`src/rtl/opb_status_bank_simulink2ppc_if.sv`:
```
// OPB slave-side bus bundle for the status bank: master drives OPB_*, slave returns Sl_*.
// Latency: none, this is wiring only.
// Backpressure: none of its own; the slave paces each transfer with Sl_xferAck.
// Ports: OPB_ABus/OPB_DBus/OPB_BE use big-endian [0:n] numbering (bit 0 = MSB).
interface opb_status_bank_simulink2ppc_if;
  logic [0:31] OPB_ABus;
  logic [0:3]  OPB_BE;
  logic [0:31] OPB_DBus;
  logic        OPB_RNW;
  logic        OPB_select;
  logic        OPB_seqAddr;
  logic [0:31] Sl_DBus;
  logic        Sl_xferAck;
  logic        Sl_errAck;
  logic        Sl_retry;
  logic        Sl_toutSup;

  modport master (
    output OPB_ABus, OPB_BE, OPB_DBus, OPB_RNW, OPB_select, OPB_seqAddr,
    input  Sl_DBus, Sl_xferAck, Sl_errAck, Sl_retry, Sl_toutSup
  );

  modport slave (
    input  OPB_ABus, OPB_BE, OPB_DBus, OPB_RNW, OPB_select, OPB_seqAddr,
    output Sl_DBus, Sl_xferAck, Sl_errAck, Sl_retry, Sl_toutSup
  );
endinterface

```
`src/rtl/opb_status_bank_simulink2ppc.sv`:
```
// Read-back bank of C_NUM_REGS 32-bit fabric status words on OPB, live/frozen/snapshot, optional sticky W1C.
// Latency: ack and read data one cycle after select+address hit; live input visible one edge after capture.
// Backpressure: none; every hit is acked after one cycle, then ack drops for a cycle (>=2 cycles per transfer).
// Ports: OPB_Clk/OPB_Rst (async, active-high) plain; opb = OPB slave bundle; user_data_in word k at [32k+31:32k].
module opb_status_bank_simulink2ppc #(
  parameter logic [31:0] C_BASEADDR   = 32'h01060F00,
  parameter logic [31:0] C_HIGHADDR   = 32'h01060FFF,
  parameter int          C_OPB_AWIDTH = 32,
  parameter int          C_OPB_DWIDTH = 32,
  parameter string       C_FAMILY     = "virtex5",
  parameter int          C_NUM_REGS   = 4,
  parameter int          C_STICKY     = 0
) (
  input  logic                     OPB_Clk,
  input  logic                     OPB_Rst,
  opb_status_bank_simulink2ppc_if.slave opb,
  input  logic [C_NUM_REGS*32-1:0] user_data_in
);

  // Informational parameters, kept so integrators can pass them unchanged.
  localparam string unused_family = C_FAMILY;
  localparam int    unused_widths = C_OPB_AWIDTH + C_OPB_DWIDTH;

  localparam logic [5:0] NUM_REGS_W = 6'(C_NUM_REGS);
  localparam logic [5:0] CTRL_IDX   = 6'h10;  // byte offset 0x40

  // Bus fields converted to numeric (bit 31 = MSB) order.
  logic [31:0] addr;
  logic [31:0] wdat;
  logic [3:0]  be_num;
  logic [31:0] wmask;
  logic [31:0] offset;
  logic [5:0]  word_idx;
  logic        hit, in_page, is_ctrl, is_word;
  logic        start, wr, rd;
  logic        ctrl_wr, snap, load;
  logic [31:0] rdat;
  logic        unused_bits;

  logic                     ack_q, ack_d;
  logic [31:0]              dbus_q, dbus_d;
  logic                     freeze_q, freeze_d;
  logic [C_NUM_REGS*32-1:0] words_q, words_d;

  always_comb begin
    addr   = '0;
    wdat   = '0;
    be_num = '0;
    for (int i = 0; i < 32; i++) begin
      addr[31-i] = opb.OPB_ABus[i];
      wdat[31-i] = opb.OPB_DBus[i];
    end
    for (int i = 0; i < 4; i++) begin
      be_num[3-i] = opb.OPB_BE[i];
    end
  end

  assign wmask = {{8{be_num[3]}}, {8{be_num[2]}}, {8{be_num[1]}}, {8{be_num[0]}}};

  // Full offset compare so a window wider than 256 bytes never aliases the map.
  assign hit      = opb.OPB_select && (addr >= C_BASEADDR) && (addr <= C_HIGHADDR);
  assign offset   = addr - C_BASEADDR;
  assign in_page  = (offset[31:8] == 24'h0);
  assign word_idx = offset[7:2];
  assign is_ctrl  = in_page && (word_idx == CTRL_IDX);
  assign is_word  = in_page && (word_idx < NUM_REGS_W);

  // A transfer starts on the first hit cycle; ack_q masks the cycle after an ack.
  assign start = hit && !ack_q;
  assign wr    = start && !opb.OPB_RNW;
  assign rd    = start && opb.OPB_RNW;

  // Control bits live in the least significant byte, enabled by BE[3].
  assign ctrl_wr  = wr && is_ctrl && be_num[0];
  assign snap     = ctrl_wr && wdat[0];
  assign freeze_d = ctrl_wr ? wdat[1] : freeze_q;
  // Freeze is applied from the edge after it is written; a snapshot overrides it.
  assign load     = !freeze_q || snap;

  always_comb begin
    words_d = words_q;
    for (int k = 0; k < C_NUM_REGS; k++) begin
      logic [31:0] src;
      logic [31:0] clr;
      src = user_data_in[32*k +: 32];
      clr = '0;
      if ((C_STICKY != 0) && wr && is_word && (word_idx == 6'(k))) begin
        clr = wdat & wmask;
      end
      if (C_STICKY != 0) begin
        // Clear first, then OR the new sample so a concurrent set wins.
        words_d[32*k +: 32] = (words_q[32*k +: 32] & ~clr) | (load ? src : 32'h0);
      end else if (load) begin
        words_d[32*k +: 32] = src;
      end
    end
  end

  always_comb begin
    rdat = '0;
    if (is_ctrl) begin
      rdat = {16'h0, 8'(C_NUM_REGS), 6'h0, freeze_q, 1'b0};
    end else if (is_word) begin
      for (int k = 0; k < C_NUM_REGS; k++) begin
        if (word_idx == 6'(k)) begin
          rdat = words_q[32*k +: 32];
        end
      end
    end
  end

  assign ack_d  = start;
  assign dbus_d = rd ? rdat : 32'h0;

  always_ff @(posedge OPB_Clk or posedge OPB_Rst) begin
    if (OPB_Rst) begin
      ack_q    <= 1'b0;
      dbus_q   <= '0;
      freeze_q <= 1'b0;
      words_q  <= '0;
    end else begin
      ack_q    <= ack_d;
      dbus_q   <= dbus_d;
      freeze_q <= freeze_d;
      words_q  <= words_d;
    end
  end

  always_comb begin
    opb.Sl_DBus = '0;
    for (int i = 0; i < 32; i++) begin
      opb.Sl_DBus[i] = dbus_q[31-i];
    end
  end

  assign opb.Sl_xferAck = ack_q;
  assign opb.Sl_errAck  = 1'b0;
  assign opb.Sl_retry   = 1'b0;
  assign opb.Sl_toutSup = 1'b0;

  // seqAddr has no meaning for single-beat register access; byte lanes [1:0] are not decoded.
  assign unused_bits = ^{opb.OPB_seqAddr, offset[1:0]};

endmodule

```
`src/flat_wrapper.sv`:
```
// flat-port wrapper written by rule: the top's interface ports become plain ports
module opb_status_bank_simulink2ppc_flat 
#(
  parameter logic [31:0] C_BASEADDR   = 32'h01060F00,
  parameter logic [31:0] C_HIGHADDR   = 32'h01060FFF,
  parameter int          C_OPB_AWIDTH = 32,
  parameter int          C_OPB_DWIDTH = 32,
  parameter string       C_FAMILY     = "       ",
  parameter int          C_NUM_REGS   = 4,
  parameter int          C_STICKY     = 0
)
  (OPB_Clk, OPB_Rst, user_data_in, opb_OPB_ABus, opb_OPB_BE, opb_OPB_DBus, opb_OPB_RNW, opb_OPB_select, opb_OPB_seqAddr, opb_Sl_DBus, opb_Sl_xferAck, opb_Sl_errAck, opb_Sl_retry, opb_Sl_toutSup);
  opb_status_bank_simulink2ppc_if opb_i ();
  input  logic OPB_Clk;
  input  logic OPB_Rst;
  input  logic [C_NUM_REGS*32-1:0] user_data_in;
  input wire logic [$bits(opb_i.OPB_ABus)-1:0] opb_OPB_ABus;
  input wire logic [$bits(opb_i.OPB_BE)-1:0] opb_OPB_BE;
  input wire logic [$bits(opb_i.OPB_DBus)-1:0] opb_OPB_DBus;
  input wire logic [$bits(opb_i.OPB_RNW)-1:0] opb_OPB_RNW;
  input wire logic [$bits(opb_i.OPB_select)-1:0] opb_OPB_select;
  input wire logic [$bits(opb_i.OPB_seqAddr)-1:0] opb_OPB_seqAddr;
  output wire logic [$bits(opb_i.Sl_DBus)-1:0] opb_Sl_DBus;
  output wire logic [$bits(opb_i.Sl_xferAck)-1:0] opb_Sl_xferAck;
  output wire logic [$bits(opb_i.Sl_errAck)-1:0] opb_Sl_errAck;
  output wire logic [$bits(opb_i.Sl_retry)-1:0] opb_Sl_retry;
  output wire logic [$bits(opb_i.Sl_toutSup)-1:0] opb_Sl_toutSup;
  assign opb_i.OPB_ABus = opb_OPB_ABus;
  assign opb_i.OPB_BE = opb_OPB_BE;
  assign opb_i.OPB_DBus = opb_OPB_DBus;
  assign opb_i.OPB_RNW = opb_OPB_RNW;
  assign opb_i.OPB_select = opb_OPB_select;
  assign opb_i.OPB_seqAddr = opb_OPB_seqAddr;
  assign opb_Sl_DBus = opb_i.Sl_DBus;
  assign opb_Sl_xferAck = opb_i.Sl_xferAck;
  assign opb_Sl_errAck = opb_i.Sl_errAck;
  assign opb_Sl_retry = opb_i.Sl_retry;
  assign opb_Sl_toutSup = opb_i.Sl_toutSup;
  opb_status_bank_simulink2ppc #(.C_BASEADDR(C_BASEADDR), .C_HIGHADDR(C_HIGHADDR), .C_OPB_AWIDTH(C_OPB_AWIDTH), .C_OPB_DWIDTH(C_OPB_DWIDTH), .C_FAMILY(C_FAMILY), .C_NUM_REGS(C_NUM_REGS), .C_STICKY(C_STICKY)) u_core (.OPB_Clk(OPB_Clk), .OPB_Rst(OPB_Rst), .opb(opb_i), .user_data_in(user_data_in));
endmodule
```
`config.mk`:
```
export PLATFORM = sky130hd
export DESIGN_NAME = opb_status_bank_simulink2ppc_flat
export DESIGN_NICKNAME = d
export VERILOG_FILES = /design/src/rtl/opb_status_bank_simulink2ppc_if.sv /design/src/rtl/opb_status_bank_simulink2ppc.sv /design/src/flat_wrapper.sv
export SDC_FILE = /design/constraint.sdc
export NUM_CORES = 1
export LEC_CHECK = 0
export CAP_MARGIN = 20
export CORE_ASPECT_RATIO = 1.4
export CORE_MARGIN = 5
export CORE_UTILIZATION = 55
export CTS_BUF_LIST = sky130_fd_sc_hd__clkbuf_8 sky130_fd_sc_hd__clkbuf_16
export CTS_CLUSTER_SIZE = 28
export DETAILED_ROUTE_END_ITERATION = 7
export DONT_BUFFER_PORTS = 1
export GPL_TIMING_DRIVEN = 1
export PLACE_DENSITY = 0.7
export SETUP_SLACK_MARGIN = 0.2
export SLEW_MARGIN = 20
export SYNTH_ARGS = -nofsm -noshare
export SYNTH_HDL_FRONTEND = slang
export SYNTH_SLANG_ARGS = --single-unit
```
`constraint.sdc`:
```
create_clock -name OPB_Clk -period 6.2 [get_ports OPB_Clk]
set_clock_uncertainty 0.15 [all_clocks]
set_input_delay 1.24 -clock OPB_Clk [delete_from_list [all_inputs] [get_ports OPB_Clk]]
set_output_delay 1.24 -clock OPB_Clk [all_outputs]
set_load 0.02 [all_outputs]
```
# Yosys cells after proc, flatten, opt, wreduce, memory -nomap -nowiden
# Index checks and enable logic that the tools add are counted.
[classes]
add_sub_neg = 1
mul = 0
div = 0
magnitude_cmp = 3
n_eq_ne = 4
n_shift = 0
n_mux = 7
bitwise = 0
n_reduce_logical = 16
[op_table]
columns = ["op", "n"]
rows = [
  ["2-to-1 mux 32 bit", 7],
  [">= comparator 32 x 25 -> 1 bit (second input constant)", 1],
  ["<= comparator 32 x 25 -> 1 bit (second input constant)", 1],
  ["subtractor 32 x 25 -> 32 bit (second input constant)", 1],
  ["zero test 24 bit", 1],
  ["equality test 6 x 2 -> 1 bit (second input constant)", 2],
  ["logical AND 1 bit", 10],
  ["equality test 6 x 1 -> 1 bit (second input constant)", 1],
  ["equality test 6 x 5 -> 1 bit (second input constant)", 1],
  ["zero test 6 bit", 1],
  ["less-than comparator 6 x 3 -> 1 bit (second input constant)", 1],
  ["zero test 1 bit", 3],
  ["logical OR 1 bit", 1],
]
[word_totals]
register_bits = 162
latchBits = 0
mem_bits_rw = 0
rom_bits = 0
in_bits = 201
out_inout_bits = 36
n_memories = 0

# Depth between registers and ports, before layout
# Gate-level depths: netlist of run 1.
[logic_depth]
depth_word = 9
ltp_mapped = 7

# Worst setup path before layout of run 1
# OpenSTA, ideal clock, no wires.
[synth_timing]
path_type = "input-to-reg"
start = "input opb_OPB_ABus[19]"
end = "register u_core.words_q[100]"
arrival_ns = 3.377
path_slack_ns = 2.546
stages = 7
cell_sequence = "or4_1 or4_1 nor4_4 a41o_1 buf_4 buf_6 mux2_1"
[synth_between]
elab_chain_len = 9
word_cells_on_any_way = 13
cone_classes = "1 x add/sub; 2 x order compare; 10 x reduce/logical"
[synth_rtl]
columns = ["item", "line_no", "rtl"]
rows = [
  ["start: declaration", "flat_wrapper.sv:17", "input wire logic [$bits(opb_i.OPB_ABus)-1:0] opb_OPB_ABus;"],
  [">= comparator 32 x 25 -> 1 bit", "opb_status_bank_simulink2ppc.sv:61", "assign hit = opb.OPB_select && (addr >= C_BASEADDR) && (addr <= C_HIGHADDR);"],
  ["logical AND 1 bit", "opb_status_bank_simulink2ppc.sv:61", ""],
  ["logical AND 1 bit *", "opb_status_bank_simulink2ppc.sv:61", ""],
  ["logical AND 1 bit *", "opb_status_bank_simulink2ppc.sv:69", "assign start = hit && !ack_q;"],
  ["named net u_core.ack_d", "opb_status_bank_simulink2ppc.sv:40", "logic ack_q, ack_d;"],
  ["logical AND 1 bit *", "opb_status_bank_simulink2ppc.sv:70", "assign wr = start && !opb.OPB_RNW;"],
  ["logical AND 1 bit * (2 in series)", "opb_status_bank_simulink2ppc.sv:74", "assign ctrl_wr = wr && is_ctrl && be_num[0];"],
  ["logical AND 1 bit *", "opb_status_bank_simulink2ppc.sv:75", "assign snap = ctrl_wr && wdat[0];"],
  ["logical OR 1 bit *", "opb_status_bank_simulink2ppc.sv:78", "assign load = !freeze_q || snap;"],
  ["end signal: assignment", "opb_status_bank_simulink2ppc.sv:125", "words_q <= words_d;"],
  ["end: declaration", "opb_status_bank_simulink2ppc.sv:43", "logic [C_NUM_REGS*32-1:0] words_q, words_d;"],
]
# Mark *: on every way through the listed nets, which the timed path passes. The rest lies on a longest branch.
# A chain may end at the register's enable or synchronous reset.

# Final worst setup path of run 1
[layout_timing]
start = "input opb_OPB_ABus[19]"
end = "register u_core.words_q[12]"
# Same word-level chain as after synthesis.

==> run metrics, run 1 <==
Leak Pwr=3.214 nW; Synth warnings=0; WL per Instance=23.42 um; slew of the pin with the lowest slew margin=0.9252 ns; row cnt=48; clock buffer count from CTS=17; post-route cell area=0.007609 sq mm; Place WS=1.809 ns; Worst slew margin=0.3832; die width=105.0 um; Power Density=304.6 mW/mm^2; highest ir drop seen on vdd=0.2073 mV; post-CTS sizing=0; die area=0.01500 sq mm; TritonCTS sink count=162; Synth Register Bits=162; final worst-path setup slack=2.239 ns; fmax=0.2524 GHz; Post-DRT Antenna Nets=0; DP Area=0.006978 sq mm; die height=142.9 um; Post-synth EDFFs=0; buffers added on ports=0; antenna violations before repair=3; status=finished clean; Post-Layout Cell Count=655; clk_lat worst skew=0.40 ns; area delta synth->final=9.607%; Startpoint Class=primary input; Tot GR Track Use=0.2087; final setup fails=0; drc violations=0; I/O pin total=237; crit path DAT=4.09 ns; Detailed Route WL=15340 um; Initial Util=0.5611; CTS tree=done; pin count of the biggest net entering global routing=108; Post-Syn Area per Cell=14.00 sq um; overflow left after global routing=0; Tmin final=3.961 ns; first-pass GRT wire length=24410 um; Iter 0 DRT Violations=179; GP Congestion=0.8278; nets=691; HP Class=reg2reg; htree depth=4; most common cell after layout, fill and taps aside=dfrtp_1; RSZ-0062 raised after global routing=false; count of final hold-check violations=0; layout cells sized above 1=0.1457; largest stage delay on the critical path=0.58 ns; fin crit share=0.6389; Crit. End Element=flip-flop; crit path cell chain=or4_1 -> or4_1 -> nor4_4 -> a41o_4 -> buf_4 -> mux2_1; hold_buf cts=0; Setup TNS=0 ns; Cells after Synth=496; Clk pin slew, worst setup/hold paths=0.06 ns; Core ar.=0.01237 sq mm; fin util=0.6150; most frequent cells in the layout=dfrtp_1, mux2_1, nor3_1, nor2_1, mux2_2; Final Max Tran Viols=0; max_cap viols=0; total placed cells including tap cells=621; DR vias=3993; vias in the first global route=4483; setup bufs post-CTS=0; Root Driver=clkbuf_16; FFs w/ async S/R, synth=1.000; Most used DFF post-synth=dfrtp_1; fill count=958; CP dominant cell by count=or4_1; Vias/cell=6.096; DRT Pass-1 Iters=4; maximum fanout along the worst path=35; Cell Area, Synth=0.006942 sq mm; clk buf depth=2; Seq/Total Area, Yosys=0.5840; Worst Setup Path Type=in2reg; slowest stage cell, crit path=a41o_4; CP required=6.33 ns; detailed placement HPWL=10360 um; Synth cell types=38
-- report_power, final --
| part | internal, mW | switching [mW] |
|---|---|---|
| clock | 0.684 | 0.410 |
| sequential | 1.10 | 0.0197 |
| combinational | 0.0535 | 0.0507 |
-- cell usage after synthesis, types with 3 or more instances --
master      n  area, sq um
clkbuf_1   13        48.80
buf_1       3        11.26
nor2b_1     4        25.02
nor3_1     30        150.1
buf_4       5        37.54
nand2_1     4        15.01
nand4_1     3        18.77
dfrtp_1   162         4054
or4_1       3        22.52
nand3_1     4        20.02
mux2_2     29        326.6
nor2_1     30        112.6
buf_6      12        135.1
inv_1       4        15.01
o22ai_1    28        175.2
mux4_2      4        90.09
mux2_1    129         1453
-- cell families after synthesis --
kind of cell           Yosys count  share of synthesized area
AOI/OAI and AO/OA               42                    0.04074
DFF                            162                     0.5840
and+or+nand+nor                 91                    0.06831
muxes                          163                     0.2707
other                            1                  0.0005402
buffers and inverters           37                    0.03569
-- worst max-delay path, delay by kind of cell --
family	cells	cell delay (ns)
muxes	1	0.38
buffers and inverters	1	0.49
AOI/OAI and AO/OA	1	0.58
and+or+nand+nor	3	1.37
-- flip-flops by register name, summed over array words and instances, names as in the netlist --
register / flops
u_core.words_q: 128
u_core.opb.Sl_DBus: 32
u_core.freeze_q: 1
u_core.opb.Sl_xferAck: 1
-- per-layer routing --
| metal | vias up | track usage | wire length, um |
|---|---|---|---|
| met1 | 2034 | 0.2489 | 5882 |
| li1 | 1799 | - | - |
| met5 | - | 0 | 7 |
| met3 | 13 | 0.07191 | 1178 |
| met2 | 145 | 0.3580 | 8067 |
| met4 | 2 | 0.06330 | 201 |
-- cell type report --
cell class / instances / area, sq um / area share
flip-flops and latches: 162 / 4054 / 0.5328
diodes: 4 / 10.01 / 0.001316
inverters: 4 / 20.02 / 0.002631
clock inverters: 12 / 181.4 / 0.02384
well taps: 150 / 187.7 / 0.02467
multi-input cells: 299 / 2659 / 0.3494
repair buffers: 6 / 57.56 / 0.007565
clock buffers: 18 / 439.2 / 0.05772
-- path summary, 6_finish.rpt --
| path | slack, ns | from | cells past startpoint | to |
|---|---|---|---|---|
| worst max-delay path | 2.24 | opb_OPB_ABus[19] | 6 | u_core.words_q[12] |
| worst min-delay path | 0.33 | u_core.words_q[16] | 1 | u_core.words_q[16] |
| worst max register to register | 3.26 | u_core.opb.Sl_xferAck | 6 | u_core.words_q[12] |
| worst min register to register | 0.33 | u_core.words_q[16] | 1 | u_core.words_q[16] |
| max in group asynchronous | 3.89 | OPB_Rst | 2 | u_core.words_q[96] |
| min in group asynchronous | 0.76 | OPB_Rst | 1 | u_core.words_q[15] |
-- per-stage QoR --
stage / total power [mW] / hold slack [ns]
3_5_place_dp: 1.245 / 0.3198
4_1_cts: 2.342 / 0.3327
5_1_grt: 2.411 / 0.3467
2_1_floorplan: 1.228 / 0.3022
6_report: 2.318 / 0.3296
3_3_place_gp: 1.238 / 0.3115
No activity file was read; power rests on OpenSTA's default activity.
==> inputs of run 2 (changes only) <==
==> constraint.sdc (replaced) <==
create_clock -name OPB_Clk -period 4.1 [get_ports OPB_Clk]
set_clock_uncertainty 0.15 [all_clocks]
set_input_delay 0.82 -clock OPB_Clk [delete_from_list [all_inputs] [get_ports OPB_Clk]]
set_output_delay 0.82 -clock OPB_Clk [all_outputs]
set_load 0.02 [all_outputs]
==> run metrics, run 2 (synthesized netlist as in run 1, its figures left out) <==
die area=0.01500 sq mm; Final Max Tran Viols=0; hold_buf cts=0; final setup fails=0; Iter 0 DRT Violations=199; Detailed Route WL=15500 um; max FFs per register=128; crit path cell chain=or4_1 -> or4_1 -> nor4_4 -> a41o_4 -> buf_12 -> mux2_1; Worst Setup Path Type=in2reg; setup bufs post-CTS=0; layout cells sized above 1=0.1558; slack of the worst reg-to-reg path=1.51 ns; WHS Endpoint=u_core.words_q[18]; CP required=4.24 ns; Reg2Reg Depth=6; Setup TNS=0 ns; hold path depth=1; max_cap viols=0; pin count of the biggest net entering global routing=87; largest stage delay on the critical path=0.55 ns; slowest stage cell, crit path=or4_1; Place WS=0.4909 ns; most common cell after layout, fill and taps aside=dfrtp_1; clk_lat worst skew=0.42 ns; fmax=0.3133 GHz; TritonCTS sink count=162; DRT Pass-1 Iters=4; worst flop-to-flop path endpoint=u_core.words_q[69]; die width=105.0 um; final hold slack=0.3295 ns; first-pass GRT wire length=24940 um; antenna violations before repair=5; Root Driver=clkbuf_16; HP Class=reg2reg; Startpoint Class=primary input; CTS tree=done; maximum fanout along the worst path=54; clock buffer count from CTS=17; row cnt=48; slew of the pin with the lowest slew margin=0.9564 ns; nets=695; Initial Util=0.5611; Vias/cell=6.110; buffers added on ports=0; status=finished clean; fin util=0.6164; count of final hold-check violations=0; Tot GR Track Use=0.2144; Most flops, register=u_core.words_q; most frequent cells in the layout=dfrtp_1, mux2_1, nor3_1, nor2_1, mux2_2; fin crit share=0.7786; Crit. End Element=flip-flop; Core ar.=0.01237 sq mm; Clk pin slew, worst setup/hold paths=0.06 ns; WL per Instance=23.46 um; htree depth=4; DR vias=4039; Tmin final=3.192 ns; Worst slew margin=0.3624; RSZ-0062 raised after global routing=false; highest ir drop seen on vdd=0.2678 mV; Power Density=451.6 mW/mm^2; final worst-path setup slack=0.9078 ns; crit path DAT=3.33 ns; reg2reg start=u_core.opb.Sl_xferAck; overflow left after global routing=0; hold wc startpoint=u_core.words_q[18]; area delta synth->final=9.859%; Leak Pwr=3.221 nW; post-CTS sizing=0; clk buf depth=2; I/O pin total=237; Post-DRT Antenna Nets=0; fill count=948; CP dominant cell by count=or4_1; die height=142.9 um; detailed placement HPWL=10470 um; vias in the first global route=4529; drc violations=0; GP Congestion=0.8854
[run 2: cell count changes in the layout (fill, tap and decap cells not counted)]
cell and delta:
buf_4 +2, clkinvlp_4 +2, clkinv_2 +1, buf_12 +1
bufinv_16 -2, clkinv_4 -1, inv_8 +1, inv_6 +1
buf_6 +1
[run 2: through the flow]
stage               instances  total power [mW]  instance area, sq um
global placement          625             1.873                  7019
global route              661             3.586                  7626
CTS                       657             3.474                  7612
finish                    661             3.444                  7626
detailed placement        625             1.884                  7019
floorplan                 498             1.857                  6953
[run 2: cell type report]
cell class	count	area [sq um]	share of cell area
multi-input cells	299	2659	0.3486
clock buffers	18	439.2	0.05759
well taps	150	187.7	0.02461
flip-flops and latches	162	4054	0.5316
inverters	4	18.77	0.002461
repair buffers	10	103.9	0.01362
diodes	4	10.01	0.001313
clock inverters	14	153.9	0.02018
[run 2: where the power goes]
group	internal (mW)	switching, mW	leakage, nW
Sequential	1.66	0.0298	1.97
Clock	0.924	0.669	0.289
Combinational	0.0818	0.0769	0.965
[run 2: per-layer routing]
layer | GRT usage | vias to the layer above | part of all wire
met2 | 0.3670 | 155 | 0.53
li1 | - | 1807 | -
met5 | 0 | - | 0.00045
met1 | 0.2520 | 2057 | 0.38
met3 | 0.07825 | 18 | 0.077
met4 | 0.06869 | 2 | 0.013
[run 2: worst max path at each step]
stage | start | end | slack [ns] | cells past startpoint
floorplan | opb_OPB_ABus[19] | u_core.words_q[100] | 0.87 | 7
global placement | opb_OPB_ABus[19] | u_core.words_q[96] | 0.55 | 6
detailed placement | opb_OPB_ABus[19] | u_core.words_q[6] | 0.49 | 6
CTS | opb_OPB_ABus[19] | u_core.words_q[6] | 0.92 | 6
global route | opb_OPB_ABus[19] | u_core.words_q[105] | 0.80 | 6
finish | opb_OPB_ABus[19] | u_core.words_q[69] | 0.91 | 6
[run 2: worst max-delay path: cells and delay by family]
| kind | cells | cell delay, ns |
|---|---|---|
| muxes | 1 | 0.36 |
| and+or+nand+nor | 3 | 1.37 |
| buffers and inverters | 1 | 0.30 |
| AOI/OAI and AO/OA | 1 | 0.41 |
==> inputs of run 3 (changes only) <==
--- a/config.mk
+++ b/config.mk
@@ -14,7 +14,7 @@
 export DETAILED_ROUTE_END_ITERATION = 7
 export DONT_BUFFER_PORTS = 1
 export GPL_TIMING_DRIVEN = 1
-export PLACE_DENSITY = 0.7
+export PLACE_DENSITY = 0.73
 export SETUP_SLACK_MARGIN = 0.2
 export SLEW_MARGIN = 20
 export SYNTH_ARGS = -nofsm -noshare
==> constraint.sdc (replaced) <==
create_clock -name OPB_Clk -period 2.6 [get_ports OPB_Clk]
set_clock_uncertainty 0.15 [all_clocks]
set_input_delay 0.52 -clock OPB_Clk [delete_from_list [all_inputs] [get_ports OPB_Clk]]
set_output_delay 0.52 -clock OPB_Clk [all_outputs]
set_load 0.02 [all_outputs]
==> run metrics, run 3 (synthesized netlist as in run 1, its figures left out) <==
Leak Pwr=4.009 nW; Worst Setup Path Type=in2reg; Tot GR Track Use=0.2207; Clk pin slew, worst setup/hold paths=0.07 ns; maximum fanout along the worst path=8; hold path depth=1; highest ir drop seen on vdd=0.3804 mV; fmax=0.3941 GHz; Post-DRT Antenna Nets=0; overflow left after global routing=0; cell-internal power=4.232 mW; Startpoint Class=primary input; Tmin final=2.538 ns; Final Max Tran Viols=0; Top Layer Used=met4; Gate power share=0.059; fill count=843; status=finished clean; Vias/cell=6.259; Root Driver=clkbuf_16; NetSw=1.238 mW; row cnt=48; detailed placement HPWL=11240 um; nets=726; clock power share=0.451; area delta synth->final=25.14%; CP bufs+invs=2; fin crit share=0.9760; sequential cell area=0.004054 sq mm; htree depth=4; Met2 Wirelength=9399 um; Worst slew margin=0.6516; pin count of the biggest net entering global routing=95; Seq pwr share=0.490; final hold slack=0.08048 ns; clock buffer count from CTS=17; final setup fails=0; drc violations=0; die height=142.9 um; die area=0.01500 sq mm; Crit. End Element=flip-flop; Initial Util=0.5611; CP required=2.75 ns; count of final hold-check violations=0; DR vias=4319; Most flops, register=u_core.words_q; vias in the first global route=4720; CP Depth=7; Detailed Route WL=17640 um; crit path cell chain=or4_4 -> or4_4 -> nor4_4 -> a41o_4 -> buf_12 -> clkbuf_16 -> mux2_4; CTS tree=done; slowest stage cell, crit path=or4_4; first-pass GRT wire length=25500 um; HP Class=in2reg; area of the multi-input gates=0.003167 sq mm; fin util=0.7022; Power Density=629.7 mW/mm^2; DRT Pass-1 Iters=4; DR WL met3=1255 um; switching share of power=0.2263; TritonCTS sink count=162; Iter 0 DRT Violations=234; metal1 wirelength=6643 um; max FFs per register=128; Core ar.=0.01237 sq mm; largest stage delay on the critical path=0.53 ns; Worst path top cell family by delay=simple AND/OR/NAND/NOR gates; Reg2Reg Depth=7; I/O pin total=237; GP Congestion=0.9163; clk_lat worst skew=0.42 ns; WL per Instance=25.56 um; crit path DAT=2.69 ns; RSZ-0062 raised after global routing=true; most frequent cells in the layout=dfrtp_1, mux2_4, mux2_1; most common cell after layout, fill and taps aside=dfrtp_1; max_cap viols=0; antenna violations before repair=1; clk buf depth=2; buffers added on ports=0; die width=105.0 um; slew of the pin with the lowest slew margin=0.5210 ns; CP dominant cell by count=or4_4; layout cells sized above 1=0.3978
==> run 3: power by group through the flow <==
stage | combinational, mW | sequential (mW) | clock [mW]
finish | 0.324 | 2.68 | 2.47
global placement | 0.280 | 2.71 | 0
floorplan | 0.257 | 2.70 | 0
detailed placement | 0.292 | 2.72 | 0
global route | 0.357 | 2.69 | 2.62
CTS | 0.298 | 2.67 | 2.51
==> run 3: what timing repair did <==
item                                    in CTS  in global routing
resized for setup                           10                 61
pin swaps                                    2                  1
buffers inserted                             3                  2
endpoints found under the hold margin       68                  0
endpoints found under the setup margin     128                146
gates cloned                                 3                  8
hold buffers                                 1                  0
==> run 3: metrics by stage <==
stage	power [mW]	area [sq um]	cells	setup TNS, ns	setup WS (ns)
CTS	5.482	8215	678	0	0.08027
detailed placement	3.011	7473	639	-55.18	-0.4588
finish	5.470	8687	690	0	0.06247
global route	5.666	8685	689	0	0.03248
floorplan	2.958	7272	498	-56.72	-0.2981
global placement	2.991	7473	639	-48.08	-0.3971
==> run 3: layout make-up <==
cell class,instances,area share
Multi-Input combinational cell,299,0.3645
Clock inverter,15,0.01829
Sequential cell,162,0.4667
Clock buffer,17,0.04897
Antenna cell,2,0.0005761
Inverter,4,0.002160
Timing Repair Buffer,41,0.07720
Tap cell,150,0.02160
==> run 3: worst paths after layout <==
| check | from | end | slack, ns |
|---|---|---|---|
| max | opb_OPB_ABus[19] | u_core.words_q[3] | 0.06 |
| min | user_data_in[91] | u_core.words_q[91] | 0.08 |
| max reg2reg | u_core.opb.Sl_xferAck | u_core.words_q[3] | 0.23 |
| min reg2reg | u_core.words_q[32] | u_core.words_q[32] | 0.33 |
| max in group asynchronous | OPB_Rst | u_core.words_q[111] | 1.29 |
| min in group asynchronous | OPB_Rst | u_core.words_q[42] | 0.57 |
==> run 3: layer usage <==
metal	vias up	GRT usage
li1	1873	-
met1	2237	0.2453
met2	188	0.3998
met3	21	0.06739
met4	0	0.07677
met5	-	0
